--- config.mk ---
export PLATFORM = sky130hd
export DESIGN_NAME = pcie_tx_source
export DESIGN_NICKNAME = d
export VERILOG_FILES = /design/src/rtl/pcie_tx_source.sv
export SDC_FILE = /design/constraint.sdc
export NUM_CORES = 1
export LEC_CHECK = 0
export ABC_AREA = 1
export CORE_ASPECT_RATIO = 0.7
export CORE_MARGIN = 10
export CORE_UTILIZATION = 30
export CTS_BUF_LIST = sky130_fd_sc_hd__clkbuf_16
export CTS_CLUSTER_SIZE = 30
export DETAILED_ROUTE_END_ITERATION = 8
export SYNTH_ARGS = -nofsm -noshare
export SYNTH_HDL_FRONTEND = slang
export SYNTH_SLANG_ARGS = --single-unit
--- constraint.sdc ---
create_clock -name clk -period 3 [get_ports clk]
set_input_delay 0.3 -clock clk [delete_from_list [all_inputs] [get_ports clk]]
set_output_delay 0.3 -clock clk [all_outputs]
set_load 0.02 [all_outputs]
--- src/rtl/pcie_tx_source.sv ---
// Upstream traffic source: stages host words in a circular buffer and pushes them
// into the device main FIFO, honouring MAIN_FIFO_pause with a resume delay.
module pcie_tx_source #(
  parameter int DEPTH      = 8,
  parameter int ADDR_W     = 3,
  parameter int CNT_W      = 8,
  parameter int RESUME_DLY = 2
) (
  input  logic             clk,
  input  logic             reset,
  input  logic             enable,
  input  logic             wr_en,
  input  logic [5:0]       wr_data,
  output logic             wr_full,
  output logic [5:0]       data_out,
  output logic             push_out,
  input  logic             pause_in,
  output logic [CNT_W-1:0] cnt_d0,
  output logic [CNT_W-1:0] cnt_d1,
  output logic             overflow,
  output logic             idle
);

  localparam int RW = (RESUME_DLY < 2) ? 1 : $clog2(RESUME_DLY + 1);
  localparam logic [ADDR_W:0] FULL_CNT = (ADDR_W + 1)'(DEPTH);
  localparam logic [RW-1:0]   RES_MAX  = RW'(RESUME_DLY);

  typedef enum logic [1:0] {S_IDLE, S_SEND, S_HOLD} state_t;

  state_t            state, state_nxt;
  logic [5:0]        mem [DEPTH];
  logic [ADDR_W-1:0] wr_ptr, rd_ptr;
  logic [ADDR_W:0]   count;
  logic [RW-1:0]     resume_cnt, resume_nxt;
  logic              pop, push_nxt, wr_accept;

  // A full buffer still accepts a write when the same cycle pops the head.
  assign wr_accept = wr_en && ((count != FULL_CNT) || pop);
  assign wr_full   = (count == FULL_CNT);
  assign idle      = (state == S_IDLE) && (count == '0);

  always_comb begin
    // NOTE: every signal assigned here gets a default first, so no path can infer a latch.
    state_nxt  = state;
    resume_nxt = resume_cnt;
    pop        = 1'b0;
    push_nxt   = 1'b0;
    unique case (state)
      S_IDLE: if (enable && (count != '0)) state_nxt = S_SEND;
      S_SEND: begin
        if (!enable) begin
          state_nxt = S_IDLE;
        end else if (pause_in) begin
          state_nxt  = S_HOLD;
          resume_nxt = '0;
        end else if (count != '0) begin
          pop      = 1'b1;
          push_nxt = 1'b1;
          if ((count == 1) && !wr_en) state_nxt = S_IDLE;
        end else begin
          state_nxt = S_IDLE;
        end
      end
      S_HOLD: begin
        if (!enable) begin
          state_nxt = S_IDLE;
        end else if (pause_in) begin
          resume_nxt = '0;
        end else begin
          resume_nxt = resume_cnt + 1'b1;
          if (resume_nxt == RES_MAX) state_nxt = S_SEND;
        end
      end
      default: state_nxt = S_IDLE;
    endcase
  end

  // NOTE: the storage array carries no reset; pointers and count define which entries are valid.
  always_ff @(posedge clk) begin
    if (wr_accept) mem[wr_ptr] <= wr_data;
  end

  always_ff @(posedge clk) begin
    if (!reset) begin
      state      <= S_IDLE;
      resume_cnt <= '0;
      wr_ptr     <= '0;
      rd_ptr     <= '0;
      count      <= '0;
      data_out   <= '0;
      push_out   <= 1'b0;
      cnt_d0     <= '0;
      cnt_d1     <= '0;
      overflow   <= 1'b0;
    end else begin
      state      <= state_nxt;
      resume_cnt <= resume_nxt;
      push_out   <= push_nxt;
      if (push_nxt)  data_out <= mem[rd_ptr];
      if (wr_accept) wr_ptr   <= wr_ptr + 1'b1;
      if (pop)       rd_ptr   <= rd_ptr + 1'b1;
      if (wr_accept && !pop)      count <= count + 1'b1;
      else if (!wr_accept && pop) count <= count - 1'b1;
      if (wr_en && !wr_accept) overflow <= 1'b1;
      // Counters follow the registered push, so they settle one clock after each pulse.
      if (push_out) begin
        if (data_out[4]) cnt_d1 <= cnt_d1 + 1'b1;
        else             cnt_d0 <= cnt_d0 + 1'b1;
      end
    end
  end

endmodule

# == Yosys cells after proc, flatten, opt, wreduce, memory -nomap -nowiden ==
# Memory sizes are Yosys's and may differ from the RTL's. A register that Yosys moved wholly into a read port is not among the register bits.
# Index checks and enable logic that the tools add are counted.
# word_totals
wordCells,74
mem_bits_rw,48
regBits,32
mem_count,1
output_inout_bits,26
in_bits,11
# mem_list
name,words,word_bits,read_ports,rd_ports_with_merged_regs,write_ports,line_no,source
mem,8,6,1,1,1,31,logic [5:0] mem [DEPTH];
# op_classes
reduce_logical,21
n_eq_ne,13
mux,22
bitwise,1
n_addsub,7
# op_table
cell,n
two-way mux 2 bit,12
"adder 8 x 1 -> 8 bit, second input constant",2
two-way mux 4 bit,2
AND reduction 4 bit,2
logical AND 1 bit,7
"adder 3 x 1 -> 3 bit, second input constant",2
two-way mux 1 bit,6
"inequality test 2 bit, second input constant",3
"inequality test 3 bit, second input constant",2
one-hot mux 2 bit (3 select lines),1
"inequality test 5 bit, second input constant",1
"adder 4 x 1 -> 4 bit, second input constant",1
"== test 2 bit, second input constant",2
"== test 4 x 1 -> 1 bit, second input constant",1
"== test 4 bit, second input constant",1
logical NOT 1 bit,4
logical NOT 4 bit,1
"inequality test 4 bit, second input constant",1
one-hot mux 2 bit (2 select lines),1
AND reduction 2 bit,2
nonzero test 2 bit,2
nonzero test 4 bit,1
"subtractor 4 x 1 -> 4 bit, second input constant",1
"adder 2 x 1 -> 2 bit, second input constant",1
other kinds (5),5

# == Logic depth before layout (Yosys ltp) ==
# Gate-level depths: netlist of the first run.
# depth
ltp_word,11
depth_mapped,13
depth_no_buf,13

# == Worst setup path before layout of the first run ==
# OpenSTA, ideal clock, no wires.
# synth_path
kind,register to register
startpoint,register count[1]
endpoint,register count[3]
path_buffers,0
required_time_ns,2.885
stages_incl_launch_ff,14
path_slack_ns,0.835
period_less_slack_ns,2.165
t_arrival_ns,2.050
setup_ns,0.115
path_cell_list,dfxtp_1 > inv_1 > ha_1 > nand2_1 > nor2_2 > nand2_1 > nand2_2 > inv_2 > ha_1 > or2_2 > o22ai_1 > nand3_1 > nand2_1 > nor2_1
# synth_between
elab_chain_len,10
elab_cells_between_ends,17
cone_classes,2 x add/sub; 1 x eq/ne; 6 x mux; 8 x reduce/logical
# synth_rtl
item,line_no,source
"start, declared",33,logic [ADDR_W:0] count;
"start signal, assigned",102,if (wr_accept && !pop) count <= count + 1'b1;
"start signal, assigned",103,else if (!wr_accept && pop) count <= count - 1'b1;
nonzero test 4 bit,56,end else if (count != '0) begin
two-way mux 1 bit,56,
two-way mux 1 bit,53,end else if (pause_in) begin
two-way mux 1 bit,51,if (!enable) begin
two-way mux 1 bit,48,unique case (state)
logical OR 1 bit *,38,assign wr_accept = wr_en && ((count != FULL_CNT) || pop);
logical AND 1 bit *,38,
named net wr_accept,35,"logic pop, push_nxt, wr_accept;"
logical NOT 1 bit,103,
logical AND 1 bit,103,
nonzero test 2 bit (no source line),n/a,
# Mark *: on every way through the listed nets, which the timed path passes. The rest lies on a longest branch. The select of a mux whose other input is x is not followed.
# A chain may end at the register's enable or synchronous reset.

# == Worst setup path after layout of the first run ==
# layout_path
startpoint,register count[1]
endpoint,output port idle
# layout_between
elab_chain_len,2
# layout_rtl
item,line_no,source
logical NOT 4 bit,40,assign idle = (state == S_IDLE) && (count == '0);
logical AND 1 bit,40,
"end, declared",21,output logic idle
# Every way passes these cells.

==> results.cfg, run 1 <==
[clock_network]
ctsResizeCount = 0
cts_hold_buf = 0
cts_sinks = 86
tritoncts = built
htreeDepth = 3
clock_latency_ns = 0.34
cts_buffers = 9
clockBufferDepth = 2
postCtsSetupRepairBufs = 0
clk_pin_slew_ns = 0.06
root_buffer = clkbuf_16

[timing]
setup_viol = 0
worst_pin_slew_ns = 0.581
max_freq_ghz = 0.434
slew_headroom_pct = 61.0
hold_viol_final = 0
clock_skew_ns = 0.00730
final_max_slew_viol_count = 0
timing.final.crit_share_pct = 76.8
fin_ws_ns = 0.697
min_period_ns = 2.30
rsz0062_at_grt = false
tns_ns = 0

[grt]
grt_max_degree = 27
grt_pass1_vias = 2758
grt_overflow = 0
grt_pass1_wl_mm = 14.0
track_usage_pct = 9.97
antenna_found_initial = 0

[synth]
synth.avg_cell_area_um2 = 8.66
syn_inst = 453
yosysSeqAreaShare_pct = 56.2
yosysWarnings = 0
synth_nets = 473
synth_cell_types = 34
synthesis.area_um2 = 3920
synth_seq_cells = 86

[drt]
vias = 2953
ant_nets = 0
dr.pass1.iters = 4
drt_iter0_drc = 202
avgRoutedWirePerCell_um = 13.7
drc_errors = 0
routed_wl_mm = 8.99
vias_per_cell = 4.49

[die]
start_util_pct = 31.1
chipHeight_um = 116
die_x_um = 157
rows = 34
dieArea_um2 = 18100
fp.coreArea_um2 = 12600
pin_count = 37

[power]
cell_internal_pwr_mw = 2.11
powerDensity_nw_per_um2 = 611
irDropWorstVdd_uv = 262
combPwrFrac_pct = 13.9
leakage_nw = 1.92
p_clk_share_pct = 39.4
p_seq_share_pct = 46.7
p_sw_mw = 0.784
switching_share_pct = 27.1

[cells_and_area]
nets = 511
layout_common_cells = nand2_1, inv_1, nand3_1, edfxtp_1, dfxtp_1
drive_above_1_share_pct = 8.67
final_common_cell = nand2_1
syn2layout_area_growth_pct = 20.7
fill_cells = 1273
n_antenna_cell = 0
fin_cells = 658
final_area_um2 = 4730
finish.utilization_pct = 37.6

[worst_setup_path]
crit_required_ns = 2.70
critPathLaunchType = flop
cp_max_fo = 4
path_cells = inv_1, ha_1, nand2_1, inv_1, nand3_1, inv_1, clkdlybuf4s50_1
cp.arrival_ns = 2.00
cpMostUsedCell = inv_1
slowest_stage = clkdlybuf4s50_1
max_stage_delay_ns = 0.60
setup.worst_path.end_class = primary output
worstSetupPathType = reg -> out

[place]
place_ws_ns = 0.573
io_buffers = 36
place_congestion = 0.809
place_area_um2 = 4430
dpl.cell_count = 642
dp_hpwl_mm = 6.44

[min_path]
hold_class = reg -> reg

[run]
max-cap-violations = 0

[run_status]
outcome = complete, no violations
[synth_stat cells]
cell type | count | share of area (%)
o21a_1 | 1 | 0.19
inv_1 | 71 | 6.8
buf_1 | 1 | 0.096
nor2_4 | 1 | 0.29
nand4_1 | 3 | 0.48
nor3_2 | 2 | 0.51
nand2_2 | 4 | 0.64
nand2_4 | 1 | 0.29
o21ai_0 | 14 | 1.8
a31oi_1 | 1 | 0.16
o22ai_1 | 1 | 0.16
xnor2_1 | 1 | 0.22
or2_2 | 1 | 0.16
o21ai_1 | 3 | 0.38
a21oi_1 | 26 | 3.3
edfxtp_1 | 48 | 37
or2_4 | 1 | 0.22
inv_2 | 6 | 0.57
nand3_1 | 48 | 6.1
nor3_4 | 1 | 0.41
clkinv_1 | 1 | 0.096
nand3_2 | 1 | 0.26
nor2_1 | 37 | 3.5
o21bai_1 | 1 | 0.19
dfxtp_1 | 38 | 19
buf_6 | 2 | 0.57
nor2_2 | 7 | 1.1
ha_1 | 9 | 2.9
nor3_1 | 2 | 0.26
buf_2 | 3 | 0.38
xor2_1 | 2 | 0.45
buf_4 | 3 | 0.57
nand2_1 | 110 | 11
clkbuf_1 | 2 | 0.19
[metal layers]
layer | wire [µm] | vias to the layer above | part of all wire [%] | GRT usage [%]
met2 | 4060 | 75 | 45 | 15.9
met1 | 4230 | 1342 | 47 | 12.5
met4 | 78 | 0 | 0.87 | 3.26
met5 | 0 | - | 0 | 0
li1 | - | 1531 | - | -
met3 | 620 | 5 | 6.9 | 3.37
[power by group through the flow]
stage	logic, mW	clock network, mW	registers [mW]
6_report	0.402	1.14	1.35
5_1_grt	0.449	1.21	1.36
4_1_cts	0.406	1.16	1.35
3_5_place_dp	0.404	0	1.38
3_3_place_gp	0.392	0	1.37
2_1_floorplan	0.277	0	1.37
[path summary, 6_finish.rpt]
kind,slack [ns],from,end,cells past startpoint
setup / recovery,0.70,count[1],idle,7
hold / removal,0.46,overflow,overflow,2
setup reg to reg,0.75,count[1],count[3],13
hold reg to reg,0.46,overflow,overflow,2
[metrics by stage]
stage	hold slack (ns)	total power [mW]
final	0.456	2.89
after global routing	0.473	3.01
after CTS	0.464	2.92
after detailed placement	0.455	1.78
after global placement	0.441	1.76
after floorplan	0.399	1.65
[flip-flops by register name (all words and copies together), names as in the netlist]
| signal | count |
|---|---|
| cnt_d0 | 8 |
| cnt_d1 | 8 |
| count | 4 |
| data_out | 6 |
| mem | 48 |
| overflow | 1 |
| push_out | 1 |
| rd_ptr | 3 |
| resume_cnt | 2 |
| state | 2 |
| wr_ptr | 3 |
[cells by family after synthesis]
family	synth area share [%]
compound gates	6.19
flops	56.2
buf+inv	9.29
fa+ha+maj	2.87
simple gates	24.8
xor+xnor	0.670
[worst max-delay path: cells and delay by family, from the launching register on]
kind / cells / cell delay [ns]
fa+ha+maj: 1 / 0.23
buf+inv: 4 / 0.89
flops: 1 / 0.33
simple gates: 2 / 0.22
[layout make-up]
cell class	count	area (µm²)	area share [%]
Clock inverter	7	80.1	1.69
Multi-Input combinational cell	278	1360	28.6
Timing Repair Buffer	38	375	7.93
Tap cell	162	203	4.28
Clock buffer	9	225	4.76
Inverter	78	293	6.19
Sequential cell	86	2200	46.5
(Power assumes the default switching activity.)
==> run 2, diff against run 1 <==
==> constraint.sdc (replaced) <==
create_clock -name clk -period 2.3 [get_ports clk]
set_input_delay 0.23 -clock clk [delete_from_list [all_inputs] [get_ports clk]]
set_output_delay 0.23 -clock clk [all_outputs]
set_load 0.02 [all_outputs]
==> run 2 against run 1 <==
  * Clock skew about the same
  * Critical endpoint is now count[3]
  * Sequential share of layout area down 0.098 points
  * Utilization increased by 0.079 points
  * Critical path depth rose by 6
  * Worst hold slack got worse by 0.0036 ns
  * Routed wire length barely moved
  * Die area is the same
  * Highest routed layer unchanged
  * Worst setup slack got worse by 0.54 ns
  * Non-clock buffer count increased by 5
  * Count of clock-buffer cells in the layout did not move
==> results.cfg, run 2 (synthesis gave the netlist of run 1 again) <==
[worst_setup_path]
worstSetupPathType = reg -> reg
cpMostUsedCell = nand2_1
max_stage_delay_ns = 0.33
crit_required_ns = 2.53
path_cells = inv_1, ha_2, nand2_1, nor2_2, nand2_1, nand2_2, inv_2, ha_1, or2_2, o22ai_2, nand3_1, nand2_1, nor2_1
critPathLaunchType = flop
slowest_stage = dfxtp_1
setup.worst_path.end_class = flop
cp_max_fo = 5
cp.arrival_ns = 2.38

[timing]
max_freq_ghz = 0.466
fin_ws_ns = 0.154
rsz0062_at_grt = false
slew_headroom_pct = 61.8
min_period_ns = 2.15
hold_ws_ns = 0.452
final_max_slew_viol_count = 0
tns_ns = 0
clock_skew_ns = 0.00739
worst_pin_slew_ns = 0.569
setup_viol = 0
timing.final.crit_share_pct = 93.3
hold_viol_final = 0

[drt]
ant_nets = 0
dr.pass1.iters = 4
vias = 3006
avgRoutedWirePerCell_um = 13.5
vias_per_cell = 4.53
routed_wl_mm = 8.98
drc_errors = 0
drt_iter0_drc = 194

[power]
p_sw_mw = 0.980
powerDensity_nw_per_um2 = 760
leakage_nw = 1.95
p_clk_share_pct = 36.2
switching_share_pct = 27.2
p_seq_share_pct = 48.9
cell_internal_pwr_mw = 2.63
irDropWorstVdd_uv = 309
combPwrFrac_pct = 14.9

[cells_and_area]
finish.utilization_pct = 37.7
regMostFlops = mem
largest_reg_flops = 48
drive_above_1_share_pct = 9.38
final_common_cell = nand2_1
n_antenna_cell = 0
nets = 516
top_regs = mem: 48 flops, cnt_d0: 8 flops, cnt_d1: 8 flops
fill_cells = 1288
layout_common_cells = nand2_1, inv_1, nand3_1, edfxtp_1, dfxtp_1
syn2layout_area_growth_pct = 21.0

[grt]
grt_max_degree = 27
track_usage_pct = 10.4
antenna_found_initial = 0
grt_pass1_vias = 2953
grt_overflow = 0
grt_pass1_wl_mm = 14.9

[die]
pin_count = 37
start_util_pct = 31.1
die_x_um = 157
dieArea_um2 = 18100
fp.coreArea_um2 = 12600
chipHeight_um = 116
rows = 34

[clock_network]
cts_buffers = 9
root_buffer = clkbuf_16
tritoncts = built
postCtsSetupRepairBufs = 0
clockBufferDepth = 2
clk_pin_slew_ns = 0.06
cts_sinks = 86
htreeDepth = 3
clock_latency_ns = 0.34
cts_hold_buf = 0

[place]
place_ws_ns = 0.0922
dp_hpwl_mm = 6.51
io_buffers = 36
place_congestion = 0.842

[run_status]
outcome = complete, no violations

[min_path]
hold_class = reg -> reg

[run]
max-cap-violations = 0
==> run 2: metrics by stage <==
step,cells,area (µm²),total power [mW]
3_3_place_gp,647,4470,2.31
3_5_place_dp,647,4470,2.33
6_report,663,4740,3.61
2_1_floorplan,453,3920,2.15
5_1_grt,663,4740,3.78
4_1_cts,663,4730,3.64
==> run 2: layer usage <==
layer / GRT usage [%] / vias up / share of wire (%)
li1: - / 1541 / -
met2: 16.9 / 73 / 45
met1: 12.9 / 1381 / 47
met5: 0 / - / 0
met3: 3.33 / 11 / 5.8
met4: 3.01 / 0 / 1.3
==> run 2: final cells by class <==
cell class                 instances  area, µm²  share of cell area [%]
timing repair buffer              43        415                    8.76
sequential                        86       2200                    46.4
clock inverter                     7       41.3                   0.870
inverter                          78        293                    6.17
clock buffer                       9        225                    4.75
multi-input combinational        278       1360                    28.8
tap                              162        203                    4.27
==> run 2: worst paths after layout <==
path	depth (start not counted)	start	end	slack, ns
min reg2reg	2	overflow	overflow	0.45
max reg2reg	13	count[1]	count[3]	0.15
min	2	overflow	overflow	0.45
max	13	count[1]	count[3]	0.15
==> run 2: power by group through the flow <==
stage	registers, mW	logic [mW]	clock network (mW)
3_5_place_dp	1.79	0.534	0
2_1_floorplan	1.79	0.361	0
4_1_cts	1.76	0.538	1.34
6_report	1.76	0.538	1.31
5_1_grt	1.77	0.612	1.40
3_3_place_gp	1.79	0.522	0
==> run 2: repair_timing <==
action	in CTS	in global routing
gates resized for setup	0	3
setup endpoints to repair	0	2
hold endpoints to repair	0	0
==> run 2: critical path: cells and delay by family (launching register included) <==
kind	cells	cell delay (ns)
adders and majority gates	2	0.51
DFF	1	0.33
buffers and inverters	2	0.20
AOI/OAI and AO/OA	1	0.12
and+or+nand+nor	8	0.90
